`config.mk`:
```
export PLATFORM = sky130hd
export DESIGN_NAME = spi_reg_bank
export DESIGN_NICKNAME = d
export VERILOG_FILES = /design/src/rtl/spi_reg_bank.sv
export SDC_FILE = /design/constraint.sdc
export NUM_CORES = 1
export LEC_CHECK = 0
export CORE_MARGIN = 10
export CORE_UTILIZATION = 50
export CTS_CLUSTER_DIAMETER = 30
export CTS_CLUSTER_SIZE = 8
export DETAILED_ROUTE_END_ITERATION = 10
export GPL_ROUTABILITY_DRIVEN = 0
export GPL_TIMING_DRIVEN = 0
export PLACE_DENSITY_LB_ADDON = 0.05
export REMOVE_ABC_BUFFERS = 1
export SYNTH_ARGS = -nofsm -noshare
export SYNTH_HDL_FRONTEND = slang
export SYNTH_SLANG_ARGS = --single-unit
```
`constraint.sdc`:
```
create_clock -name clk -period 2.97 [get_ports clk]
set_input_delay 0.891 -clock clk [delete_from_list [all_inputs] [get_ports clk]]
set_output_delay 0.891 -clock clk [all_outputs]
set_load 0.02 [all_outputs]
```
`src/rtl/spi_reg_bank.sv`:
```
//==============================================================================
// Module      : spi_reg_bank
// Description : SPI mode-0 target driving NUM_REGS x DATA_W control registers,
//               with addressed write, per-write strobe and optional readback
//               (readback path enabled by defining SPI_READBACK_EN).
// Revision    : 1.0 - initial release
//==============================================================================
`default_nettype none

module spi_reg_bank #(
    parameter int                 NUM_REGS  = 4,
    parameter int                 ADDR_W    = 3,
    parameter int                 DATA_W    = 8,
    parameter logic [DATA_W-1:0]  RESET_VAL = '0
) (
    input  logic                         clk,
    input  logic                         rst_n,
    input  logic                         spi_cs_i,
    input  logic                         spi_sclk_i,
    input  logic                         spi_mosi_i,
    output logic                         spi_miso_o,
    output logic [NUM_REGS*DATA_W-1:0]   regs_o,
    output logic                         wr_strobe_o,
    output logic [ADDR_W-1:0]            wr_addr_o
);

    localparam int c_MAX_W = (ADDR_W > DATA_W) ? ADDR_W : DATA_W;
    localparam int c_CNT_W = $clog2(c_MAX_W) + 1;

    typedef enum logic [2:0] {
        S_IDLE = 3'd0,
        S_CMD  = 3'd1,
        S_ADDR = 3'd2,
        S_DATA = 3'd3,
        S_DONE = 3'd4
    } state_t;

    // Two sync stages per pin plus one delayed copy for edge detection
    logic r_cs_s1, r_cs_s2, r_cs_d;
    logic r_sclk_s1, r_sclk_s2, r_sclk_d;
    logic r_mosi_s1, r_mosi_s2;

    always_ff @(posedge clk) begin
        if (!rst_n) begin
            r_cs_s1   <= 1'b1;
            r_cs_s2   <= 1'b1;
            r_cs_d    <= 1'b1;
            r_sclk_s1 <= 1'b0;
            r_sclk_s2 <= 1'b0;
            r_sclk_d  <= 1'b0;
            r_mosi_s1 <= 1'b0;
            r_mosi_s2 <= 1'b0;
        end else begin
            r_cs_s1   <= spi_cs_i;
            r_cs_s2   <= r_cs_s1;
            r_cs_d    <= r_cs_s2;
            r_sclk_s1 <= spi_sclk_i;
            r_sclk_s2 <= r_sclk_s1;
            r_sclk_d  <= r_sclk_s2;
            r_mosi_s1 <= spi_mosi_i;
            r_mosi_s2 <= r_mosi_s1;
        end
    end

    logic w_cs_fall;
    logic w_sclk_rise;
    assign w_cs_fall   = r_cs_d & ~r_cs_s2;
    assign w_sclk_rise = r_sclk_s2 & ~r_sclk_d;

    state_t              r_state;
    logic [c_CNT_W-1:0]  r_cnt;
    logic                r_rw;
    logic [ADDR_W-1:0]   r_addr;
    logic [DATA_W-1:0]   r_data;
    logic [DATA_W-1:0]   r_regs [NUM_REGS];
    logic                r_wr_strobe;
    logic [ADDR_W-1:0]   r_wr_addr;

    logic [ADDR_W-1:0]   w_addr_next;
    logic [DATA_W-1:0]   w_data_next;
    logic                w_addr_hit;

    assign w_addr_next = ADDR_W'({r_addr, r_mosi_s2});
    assign w_data_next = DATA_W'({r_data, r_mosi_s2});

    always_comb begin
        w_addr_hit = 1'b0;
        for (int k = 0; k < NUM_REGS; k++) begin
            if (r_addr == ADDR_W'(k)) w_addr_hit = 1'b1;
        end
    end

`ifdef SPI_READBACK_EN
    logic                w_sclk_fall;
    logic [DATA_W-1:0]   w_rd_val;
    logic [DATA_W-1:0]   r_shift;
    logic                r_miso;

    assign w_sclk_fall = r_sclk_d & ~r_sclk_s2;

    // Out-of-range addresses read back as zero
    always_comb begin
        w_rd_val = '0;
        for (int k = 0; k < NUM_REGS; k++) begin
            if (w_addr_next == ADDR_W'(k)) w_rd_val = r_regs[k];
        end
    end

    assign spi_miso_o = r_miso;
`else
    assign spi_miso_o = 1'b0;
`endif

    always_ff @(posedge clk) begin
        if (!rst_n) begin
            r_state     <= S_IDLE;
            r_cnt       <= '0;
            r_rw        <= 1'b0;
            r_addr      <= '0;
            r_data      <= '0;
            r_wr_strobe <= 1'b0;
            r_wr_addr   <= '0;
            for (int k = 0; k < NUM_REGS; k++) r_regs[k] <= RESET_VAL;
`ifdef SPI_READBACK_EN
            r_shift     <= '0;
            r_miso      <= 1'b0;
`endif
        end else begin
            r_wr_strobe <= 1'b0;
            if (r_cs_s2) begin
                r_state <= S_IDLE;
`ifdef SPI_READBACK_EN
                r_miso  <= 1'b0;
`endif
            end else if (w_cs_fall) begin
                // A fresh select always restarts the frame, whatever state we were in
                r_state <= S_CMD;
                r_cnt   <= '0;
`ifdef SPI_READBACK_EN
                r_miso  <= 1'b0;
`endif
            end else begin
                case (r_state)
                    S_CMD: begin
                        if (w_sclk_rise) begin
                            r_rw    <= r_mosi_s2;
                            r_cnt   <= '0;
                            r_state <= S_ADDR;
                        end
                    end
                    S_ADDR: begin
                        if (w_sclk_rise) begin
                            r_addr <= w_addr_next;
                            if (r_cnt == c_CNT_W'(ADDR_W - 1)) begin
                                r_cnt   <= '0;
                                r_state <= S_DATA;
`ifdef SPI_READBACK_EN
                                r_shift <= w_rd_val;
`endif
                            end else begin
                                r_cnt <= r_cnt + c_CNT_W'(1);
                            end
                        end
                    end
                    S_DATA: begin
                        if (w_sclk_rise) begin
                            r_data <= w_data_next;
                            if (r_cnt == c_CNT_W'(DATA_W - 1)) begin
                                r_state <= S_DONE;
                                if (r_rw && w_addr_hit) begin
                                    for (int k = 0; k < NUM_REGS; k++) begin
                                        if (r_addr == ADDR_W'(k)) r_regs[k] <= w_data_next;
                                    end
                                    r_wr_strobe <= 1'b1;
                                    r_wr_addr   <= r_addr;
                                end
                            end else begin
                                r_cnt <= r_cnt + c_CNT_W'(1);
                            end
                        end
`ifdef SPI_READBACK_EN
                        else if (w_sclk_fall) begin
                            r_miso  <= r_shift[DATA_W-1];
                            r_shift <= r_shift << 1;
                        end
`endif
                    end
                    default: ;
                endcase
            end
        end
    end

    generate
        for (genvar g = 0; g < NUM_REGS; g++) begin : g_regs_out
            assign regs_o[g*DATA_W +: DATA_W] = r_regs[g];
        end
    endgenerate

    assign wr_strobe_o = r_wr_strobe;
    assign wr_addr_o   = r_wr_addr;

endmodule

`default_nettype wire

```
==> results.md <==
* Status: complete, no violations
* CP endpoint kind: register
* Buf/Inv on CP at 0
* Number of global-route vias before repair at approximately 1.7k
* Ys flop type: edfxtp_1
* Final Util at around two thirds
* Die ar. at between 8000 and 9000 sq um
* Hold WC Path Type: register to register
* Number of setup violations in the final report at 0
* Most instantiated library cell after synthesis: and2_1
* Clk root buf: clkbuf_8
* Fin crit share at 91.56%
* Layout Cells excl Fill at roughly 320
* Post-DP HPWL at around 3.6 mm
* Placeable Area at 4755 sq um
* Largest area contributor in the netlist: edfxtp_1
* Int Pwr at roughly 1.4 mW
* Fill cells at 388
* Clock power frac at between 40% and 50%
* First DRT Iteration DRCs at 79
* WP data required at between 2 and 3 ns
* Mapped Area at 2471 sq um
* Placed cell area at roughly 2900 sq um
* Register bit total from synthesis at just over 60
* Sink Count at just over 60
* Share of layout cells above drive strength 1 at between 7 and 8%
* Peak supply drop at between 0.0003 and 0.0004 V
* Placed cells at 300
* Yosys cell types at 39
* Pleak at 1.211 nW
* Final hold vios at 0
* Max_slew headroom at 26.24%
* Antenna diode count at 0
* Clock slew at reported path FFs at approximately 0.070 ns
* CTS tree: built
* GR Overflow Total at 0
* Mean Syn Cell Area at ~12 sq um
* GRT Total Usage at 13.37%
* Seq/Total Area, Yosys at 63.19%
* WL/cell at 16.34 um
* Final ANT Viol Nets at 0
* Slew Limit Fails at 0
* Logic pwr share at 6.1%
* DRC at 0
* Initial Util at between 50% and 60%
* Final clock skew at 0.008456 ns
* Largest stage delay, worst path at approximately 1.0 ns
* Unrepaired setup endpoints after global routing: false
* Maxcap violations at 0
* Largest net degree at the start of global routing at 23
* CP Cell Sequence: ha_1, and3b_1, nand4_2, o31ai_1
* First-pass GRT wire length at 8.618 mm
* Sw power at about 0.38 mW
* First-pass iteration count of the detailed router at 4
* Post-synth EDFFs at 32
* CTS buffer count at 9
* I/O pin total at 42
* Clock network latency to the later pin of the worst-skew pair at between 0.3 and 0.4 ns
* Synth top cells by count: and2_1 (37), edfxtp_1 (32), dfxtp_1 (30)
* Initial antenna violation count at 0
* Critical path fanouts, max at 12
* Layout area overhead at 26.08%
* Cell family with most CP delay: compound AO/OA/AOI/OAI gates
* Die outline height at approximately 90 um
* Final instance area at about 3100 sq um
* Slew at the pin with the worst max-slew slack at roughly 1.1 ns
* Top post-synthesis cells by area: edfxtp_1 (39%), dfxtp_1 (24%), and2_1 (9.4%)
* Top-area cell type share of the netlist area at around two fifths
* Vias/cell at around 5.2
* Critical Path Source Type: register
* Syn Inst Count at between 150 and 200
* # hold bufs at CTS at 0
* Die W at 90.30 um
* H-tree levels at 3
* Sequential Power Share at a little over half
* Switching Fraction at between 20% and 30%
* CP max-delay cell: o31ai_1
* Crit path DAT at between 2 and 3 ns
* Yosys warns at 0
* # rows at 25
* Routed WL at roughly 5.2 mm
* Setup CP Type: register to register
* Final min period at about 2.7 ns
* Detailed-route via count at roughly 1.6k
* PwrDens at between 500 and 600 nW/um^2
* Fin nets at around 250
* Ys async rst share at 0%
* Max Clk Rate at between 0.3 and 0.4 GHz
* CTS max path bufs at 2
* I/O Buffers at 40
## final cells by class
type / instances / area (sq um) / share of cell area (%)
Multi-Input combinational cell: 128 / 875.8 / 28.11
Tap cell: 67 / 83.83 / 2.691
Timing Repair Buffer: 40 / 400.4 / 12.85
Sequential cell: 62 / 1562 / 50.12
Clock inverter: 4 / 47.55 / 1.526
Inverter: 3 / 11.26 / 0.3614
Clock buffer: 12 / 135.1 / 4.337
## through the flow
step	setup slack [ns]	TNS, ns	power, mW	hold WS (ns)
global route	0.05349	0	1.805	0.4393
floorplan	0.7289	0	1.003	0.3863
CTS	0.1311	0	1.754	0.4335
global placement	-0.09054	-0.7123	1.060	0.3997
detailed placement	-0.1857	-1.772	1.064	0.4082
finish	0.2508	0	1.738	0.4195
## cells by family (layout without fill, tap and decap cells)
family | count (synthesis) | count (layout) | synth area share (%)
and+or+nand+nor | 93 | 93 | 23.54
DFF | 62 | 62 | 63.19
AOI/OAI and AO/OA | 19 | 19 | 5.114
muxes | 13 | 13 | 5.266
buffers and inverters | 9 | 59 | 1.721
adders and majority gates | 2 | 2 | 1.012
other | 1 | 1 | 0.1518
## registers in the layout (all words and copies together) (netlist names), 3 cells and up
register	flops
wr_addr_o	3
r_state	3
r_cnt	4
r_addr	3
r_regs	32
r_data	7
## routing by layer
metal / vias up / global-route usage (%) / part of all wire, %
met5: - / 0 / 0
met4: 0 / 6.366 / 1.3
met3: 6 / 5.985 / 6.6
met2: 54 / 21.67 / 48
met1: 772 / 14.65 / 44
li1: 797 / - / -
## layout by cell type (no fill, tap or decap), types with 3 or more instances in the layout
cell type / instances
clkdlybuf4s50_1: 40
and2_1: 37
edfxtp_1: 32
dfxtp_1: 30
nor2_1: 21
mux2i_1: 13
clkbuf_8: 9
o21ai_0: 8
nand2b_1: 7
nand3_1: 5
inv_1: 3
nor2b_1: 3
clkbuf_1: 3
## path summary, 6_finish.rpt
path              startpoint            to  slack (ns)  cells after the start
setup / recovery    r_cnt[1]  r_regs[0][0]        0.25                      4
hold / removal       r_cs_s1       r_cs_s2        0.42                      1
hold reg to reg      r_cs_s1       r_cs_s2        0.42                      1
setup reg to reg    r_cnt[1]  r_regs[0][0]        0.25                      4
## power by group through the flow
stage / sequential [mW] / combinational, mW / clock (mW)
CTS: 0.937 / 0.108 / 0.709
global placement: 0.954 / 0.106 / 0
detailed placement: 0.956 / 0.109 / 0
global route: 0.939 / 0.113 / 0.753
floorplan: 0.984 / 0.0187 / 0
finish: 0.937 / 0.107 / 0.695
## timing repair
item,4_1_cts,5_1_grt
setup endpoints to repair,0,8
endpoints found under the hold margin,0,0
resized for setup,0,1
setup buffers,0,0
Power figures use the tool's default switching activity.
